$ cat src/rtl/video_expand.sv
// video_expand: palette lookup of core pixel indices into 24-bit RGB with a
// two-stage ce_pix pipeline, palette loadable over the ioctl download port.
module video_expand #(
    parameter int          BPP        = 1,
    parameter logic [7:0]  PAL_INDEX  = 8'h03,
    parameter bit          BLANK_ZERO = 1
) (
    input  logic           clk,
    input  logic           reset_n,
    input  logic           ce_pix,
    input  logic [BPP-1:0] pix,
    input  logic           hs_in,
    input  logic           vs_in,
    input  logic           hb_in,
    input  logic           vb_in,
    input  logic           ioctl_download,
    input  logic           ioctl_wr,
    input  logic [7:0]     ioctl_index,
    input  logic [24:0]    ioctl_addr,
    input  logic [7:0]     ioctl_dout,
    output logic [7:0]     vga_r,
    output logic [7:0]     vga_g,
    output logic [7:0]     vga_b,
    output logic           vga_hs,
    output logic           vga_vs,
    output logic           vga_hb,
    output logic           vga_vb,
    output logic           ioctl_wait
);
    localparam int N = 1 << BPP;

    function automatic logic [7:0] grey(input int i);
        logic [BPP-1:0] v;
        v = BPP'(i);
        return {(8 / BPP){v}};
    endfunction

    logic [23:0]    pal [N];
    logic [BPP-1:0] s1_pix;
    logic [3:0]     s1_sb;
    logic [BPP-1:0] entry;
    logic           we;

    assign ioctl_wait = 1'b0;
    assign entry      = ioctl_addr[BPP+1:2];
    // upper address bits must be zero so out-of-range writes never alias
    assign we = ioctl_download & ioctl_wr & (ioctl_index == PAL_INDEX)
              & (ioctl_addr[24:BPP+2] == '0);

    always_ff @(posedge clk or negedge reset_n)
        if (!reset_n)
            for (int i = 0; i < N; i++) pal[i] <= {3{grey(i)}};
        else if (we)
            pal[entry] <= {ioctl_addr[1:0] == 2'd0 ? ioctl_dout : pal[entry][23:16],
                           ioctl_addr[1:0] == 2'd1 ? ioctl_dout : pal[entry][15:8],
                           ioctl_addr[1:0] == 2'd2 ? ioctl_dout : pal[entry][7:0]};

    always_ff @(posedge clk or negedge reset_n)
        if (!reset_n) begin
            s1_pix                           <= '0;
            s1_sb                            <= '0;
            {vga_r, vga_g, vga_b}            <= '0;
            {vga_hs, vga_vs, vga_hb, vga_vb} <= '0;
        end else if (ce_pix) begin
            s1_pix                           <= pix;
            s1_sb                            <= {hs_in, vs_in, hb_in, vb_in};
            {vga_r, vga_g, vga_b}            <= (BLANK_ZERO && (s1_sb[1] | s1_sb[0])) ? 24'd0 : pal[s1_pix];
            {vga_hs, vga_vs, vga_hb, vga_vb} <= s1_sb;
        end
endmodule

$ cat config.mk
export PLATFORM = sky130hd
export DESIGN_NAME = video_expand
export DESIGN_NICKNAME = d
export VERILOG_FILES = /design/src/rtl/video_expand.sv
export SDC_FILE = /design/constraint.sdc
export NUM_CORES = 1
export LEC_CHECK = 0
export BUFFER_PORTS_ARGS = -buffer_cell sky130_fd_sc_hd__buf_2
export CAP_MARGIN = 20
export CORE_ASPECT_RATIO = 2
export CORE_UTILIZATION = 36
export DETAILED_ROUTE_END_ITERATION = 10
export PLACE_DENSITY_LB_ADDON = 0.08
export SYNTH_ARGS = -nofsm -noshare
export SYNTH_HDL_FRONTEND = slang
export SYNTH_SLANG_ARGS = --single-unit
$ cat constraint.sdc
create_clock -name clk -period 3.7 [get_ports clk]
set_clock_uncertainty 0.05 [all_clocks]
set_input_delay 0.925 -clock clk [delete_from_list [all_inputs] [get_ports clk]]
set_output_delay 0.925 -clock clk [all_outputs]
set_load 0.01 [all_outputs]
---- Word-level counts from Yosys, hierarchy flattened ----
Index checks and enable logic that the tools add are counted.
storage, ports and cells
  memory bits (read-only) ................. 0
  latch bits .............................. 0
  RAM bits ................................ 0
  logic and storage cells ................. 39
  memories ................................ 0
  output and inout bits ................... 29
  register bits after elaboration ......... 81
operators by class
  muxes and demuxes ....................... 13
  $lt $le $gt $ge ......................... 3
  eq/ne operators ......................... 3
  reductions and logical operators ........ 3
  $add $sub $neg .......................... 0
  div/mod/pow operators ................... 0
  bitwise logic cells ..................... 6
  shift operators ......................... 0
  multipliers ............................. 0
operators with widths
  kind                                                      count
  two-way mux 24 bit                                        8
  bitwise mux 48 bit                                        1
  demux 24 bit (select 1 bit)                               1
  two-way mux 8 bit                                         3
  logical NOT 22 bit                                        1
  == test 8 x 2 -> 1 bit, second input constant             1
  greater-or-equal comparator 2 bit, second input constant  2
  inverter 1 -> 2 bit                                       2
  AND 1 bit                                                 3
  == test 2 x 1 -> 1 bit, second input constant             1
  == test 2 bit, second input constant                      1
  logical NOT 2 bit                                         1
  < comparator 2 x 1 -> 1 bit, second input constant        1
  logical AND 1 bit                                         1
  OR 1 bit                                                  1

---- Depth between registers and ports, before layout ----
  word-level depth ........................ 6
  mapped depth ............................ 6

---- Least setup slack after synthesis ----
No wires, ideal clock.
  kind .................................... input port to flip-flop
  from .................................... input port ioctl_addr[10]
  to ...................................... register pal[26] (netlist name)
  slack ................................... 1.270 ns
  buffers on the path ..................... 1
  data arrival time ....................... 2.255 ns
  setup time .............................. 0.125 ns
  stages on the path ...................... 5
  cell sequence ........................... nor4_1 -> nand4_1 -> nor3_2 -> buf_6 -> mux2_2
on the way
  word-level cells in the longest chain between the ends .. 2
RTL lines
  item                           line  source
  start, declared                19    input logic [24:0] ioctl_addr,
  logical NOT 22 bit             48    & (ioctl_addr[24:BPP+2] == '0);
  AND 1 bit                      48
  end signal, assigned by index  54    pal[entry] <= {ioctl_addr[1:0] == 2'd0 ? ioctl_dout : pal[entry][23:16],
  end, declared                  38    logic [23:0] pal [N];
Every way passes these cells.
A chain may end at the register's enable or synchronous reset.

---- Worst setup path after layout ----
  from .................................... input port ioctl_addr[2]
  to ...................................... register pal[16] (netlist name)
on the way
  word-level cells in the longest chain between the ends .. 6
RTL lines
  item                                                                                   line
  inverter 1 -> 2 bit (*)                                                                54, 56
  greater-or-equal comparator 2 bit (not written as such), or another cell as far along  54
  logical AND 1 bit (not written as such) / two-way mux 24 bit (equally long branches)   -
  two-way mux 24 bit, on equally long branches                                           -
  demux 24 bit (select 1 bit) / two-way mux 8 bit (equally long branches)                54
  bitwise mux 48 bit (*)                                                                 54
Mark *: on every way between the ends. The rest lies on a longest branch, timed or not. The select of a mux whose other input is x is not followed.

==> results by group <==
Setup path
  • WP depth: 5
  • CP delay by family, top: buffers and inverters
  • Worst path bufs/invs: 3
  • Crit path largest cell delay: 630 ps
  • Worst Path Required: 3920 ps
  • Data arrival time of the critical path: 2620 ps
  • Maximum fanout along the worst path: 26
  • Crit start category: input port
  • CP Capture Type: register
  • Crit-path cells: buf_2 -> inv_1 -> nor3_2 -> buf_4 -> mux2_2
  • Worst path slowest cell: buf_2
  • Reg2Reg Depth: 2
  • Crit Path Class: in -> reg

Drt
  • Via Count: 2688
  • Antenna Nets Post-Route: 0
  • Vias per Instance: 4.98
  • Wirelength per Cell: 16.4 µm
  • Residual DRC: 0
  • DRT Pass-1 Iters: 5
  • Routed WL: 8860 µm
  • DRT iter0 DRCs: 117

Synth
  • Mapped Cells: 322
  • Post-synthesis register bit count: 81
  • Compound-Gate Fraction of Synth Area: 6.97%
  • Yosys warnings: 0
  • Multiplexer area fraction after synthesis: 28.9%
  • Adder-cell area share of the yosys netlist: 0%
  • Syn nets: 373
  • Post-synth design cell area: 3880 µm²
  • Post-synthesis simple-gate area fraction: 5.45%
  • Post-synthesis sequential area ratio: 53.0%
  • Main combinational cell family by area after synthesis: multiplexers
  • Post-synth cell types: 23
  • Avg Cell Area, Syn: 12.0 µm²
  • Xor/xnor cell area share of the yosys netlist: 0%

Floorplanning
  • Core region area: 10500 µm²
  • Rows: 53
  • Die Wd: 75.4 µm
  • Starting Density: 37.0%
  • Die footprint: 11200 µm²
  • IO Pins: 80
  • Die height: 149 µm

Clock network
  • Clock sinks: 81
  • Clk slew on worst S/H paths: 60 ps
  • # Post-CTS Setup Buffers: 0
  • Skew-Pair Late Insertion Delay: 340 ps
  • CTS-repair resized insts: 0
  • Clock root buffer: clkbuf_16
  • Max H-tree Level: 3
  • Total CTS buffers: 9
  • Clock Path Buffers: 2
  • Clock tree from TritonCTS: built
  • Hold-fix buffer count after cts: 0

Finish
  • Area Overhead vs Synth: 21.6%
  • Share of cells above drive strength 1: 46.7%
  • Fin nets: 449
  • Fill cell count: 1062
  • Final Cell Area: 4710 µm²
  • Antenna cells: 0

STA
  • RSZ-0062 raised after global routing: false
  • Fin crit period: 2400 ps
  • Final setup viols: 0
  • Total negative setup slack: 0 ps
  • Worst slew margin: 44.7%
  • Max Fclk: 0.416 GHz
  • Final hold viol count: 0
  • Fin crit share: 64.9%
  • Final Max Slew Viols: 0
  • Worst-Margin Slew: 830 ps

Global routing
  • Total congestion overflow: 0
  • Total Routing Usage GR: 17.3%
  • Largest net degree at the start of global routing: 64
  • Initial antenna violation count: 0
  • Number of global-route vias before repair: 2713
  • First-pass GRT wire length: 14000 µm

Pwr
  • Pwr dens: 432 nW/µm²
  • Leak: 2.22 nW
  • Peak supply drop: 0.222 mV

Placed design
  • RD Place Congestion: 0.751
  • Dpl hpwl: 5860 µm
  • Placed cell area: 4380 µm²
  • Port Buf Inserts: 78

Worst hold path
  • WHS Path Cells: 1
  • Worst Hold Class: reg -> reg

Flow run
  • Max Cap Viol: 0

Status
  • Status: complete, no violations
==> state kept, by name (all words and copies together) (netlist names) <==
register,count
pal,48
s1_pix,1
s1_sb,4
vga_b,8
vga_g,8
vga_hb,1
vga_hs,1
vga_r,8
vga_vb,1
vga_vs,1
==> cells in the final DEF (no fill, tap or decap), types with 9 or more instances in the layout <==
master / count
nand2_1: 17
mux2_2: 57
dfrtp_1: 56
mux2i_1: 48
buf_2: 77
buf_4: 9
nor2_1: 9
o21ai_0: 16
o22ai_1: 24
dfstp_2: 24
inv_1: 25
clkbuf_16: 9
==> synthesized netlist by cell type <==
| library cell | instances | area, µm² |
|---|---|---|
| a21oi_1 | 8 | 40.0 |
| and4b_1 | 1 | 10.0 |
| buf_2 | 5 | 25.0 |
| buf_4 | 1 | 7.51 |
| buf_6 | 4 | 45.0 |
| clkbuf_1 | 11 | 41.3 |
| conb_1 | 1 | 3.75 |
| dfrtp_1 | 57 | 1430 |
| dfstp_2 | 24 | 631 |
| inv_1 | 25 | 93.8 |
| mux2_2 | 57 | 642 |
| mux2i_1 | 48 | 480 |
| nand2_1 | 17 | 63.8 |
| nand4_1 | 2 | 12.5 |
| nor2_1 | 9 | 33.8 |
| nor2b_1 | 2 | 12.5 |
| nor3_2 | 2 | 20.0 |
| nor4_1 | 5 | 31.3 |
| nor4_2 | 1 | 12.5 |
| nor4b_1 | 1 | 8.76 |
| o21ai_0 | 16 | 80.1 |
| o22ai_1 | 24 | 150 |
| or2_2 | 1 | 6.26 |
==> through the flow <==
stage / std cells / hold slack (ps) / power (mW) / worst slack [ps] / util [%]
2_1_floorplan: 322 / 425 / 0.999 / 1270 / -
3_3_place_gp: 524 / 432 / 1.08 / 894 / 41.8
3_5_place_dp: 524 / 441 / 1.08 / 916 / 41.8
4_1_cts: 540 / 457 / 2.07 / 1280 / 45.0
5_1_grt: 540 / 468 / 2.12 / 1190 / 45.0
6_report: 540 / 452 / 2.04 / 1300 / 45.0
==> where the power goes <==
group	switching (mW)	internal, mW	total [mW]
logic	0.0764	0.0627	0.139
clock network	0.367	0.610	0.977
registers	0.0203	0.899	0.919
==> logic make-up after synthesis <==
group                  after synthesis
buffers and inverters               46
muxes                              105
other                                1
DFF                                 81
and+or+nand+nor                     41
AOI/OAI and AO/OA                   48
==> per-layer routing <==
metal  track usage (%)  routed length [µm]  up-vias  share of wire, %
li1                  -                   -     1295                 -
met5                 0                   0        -                 0
met4              7.22                 165        0               1.9
met1              20.5                3730     1305                42
met2              29.6                4570       77                52
met3              3.38                 390       11               4.4
==> cell type report <==
class	instances	area, µm²	share of cell area [%]
clock buffers	10	239	5.07
clock inverters	6	91.3	1.94
inverters	25	93.8	1.99
multi-input cells	195	1610	34.1
flip-flops and latches	81	2060	43.7
well taps	137	171	3.64
repair buffers	86	453	9.61
==> worst paths after layout <==
path                            end     startpoint  slack, ps
setup reg to reg           vga_b[5]         s1_pix       2100
max in group asynchronous    pal[8]        reset_n       2240
min in group asynchronous  vga_b[6]        reset_n        610
hold / removal               vga_hs         vga_hs        450
hold reg to reg              vga_hs         vga_hs        450
setup / recovery            pal[16]  ioctl_addr[2]       1300
(Power assumes the default switching activity.)
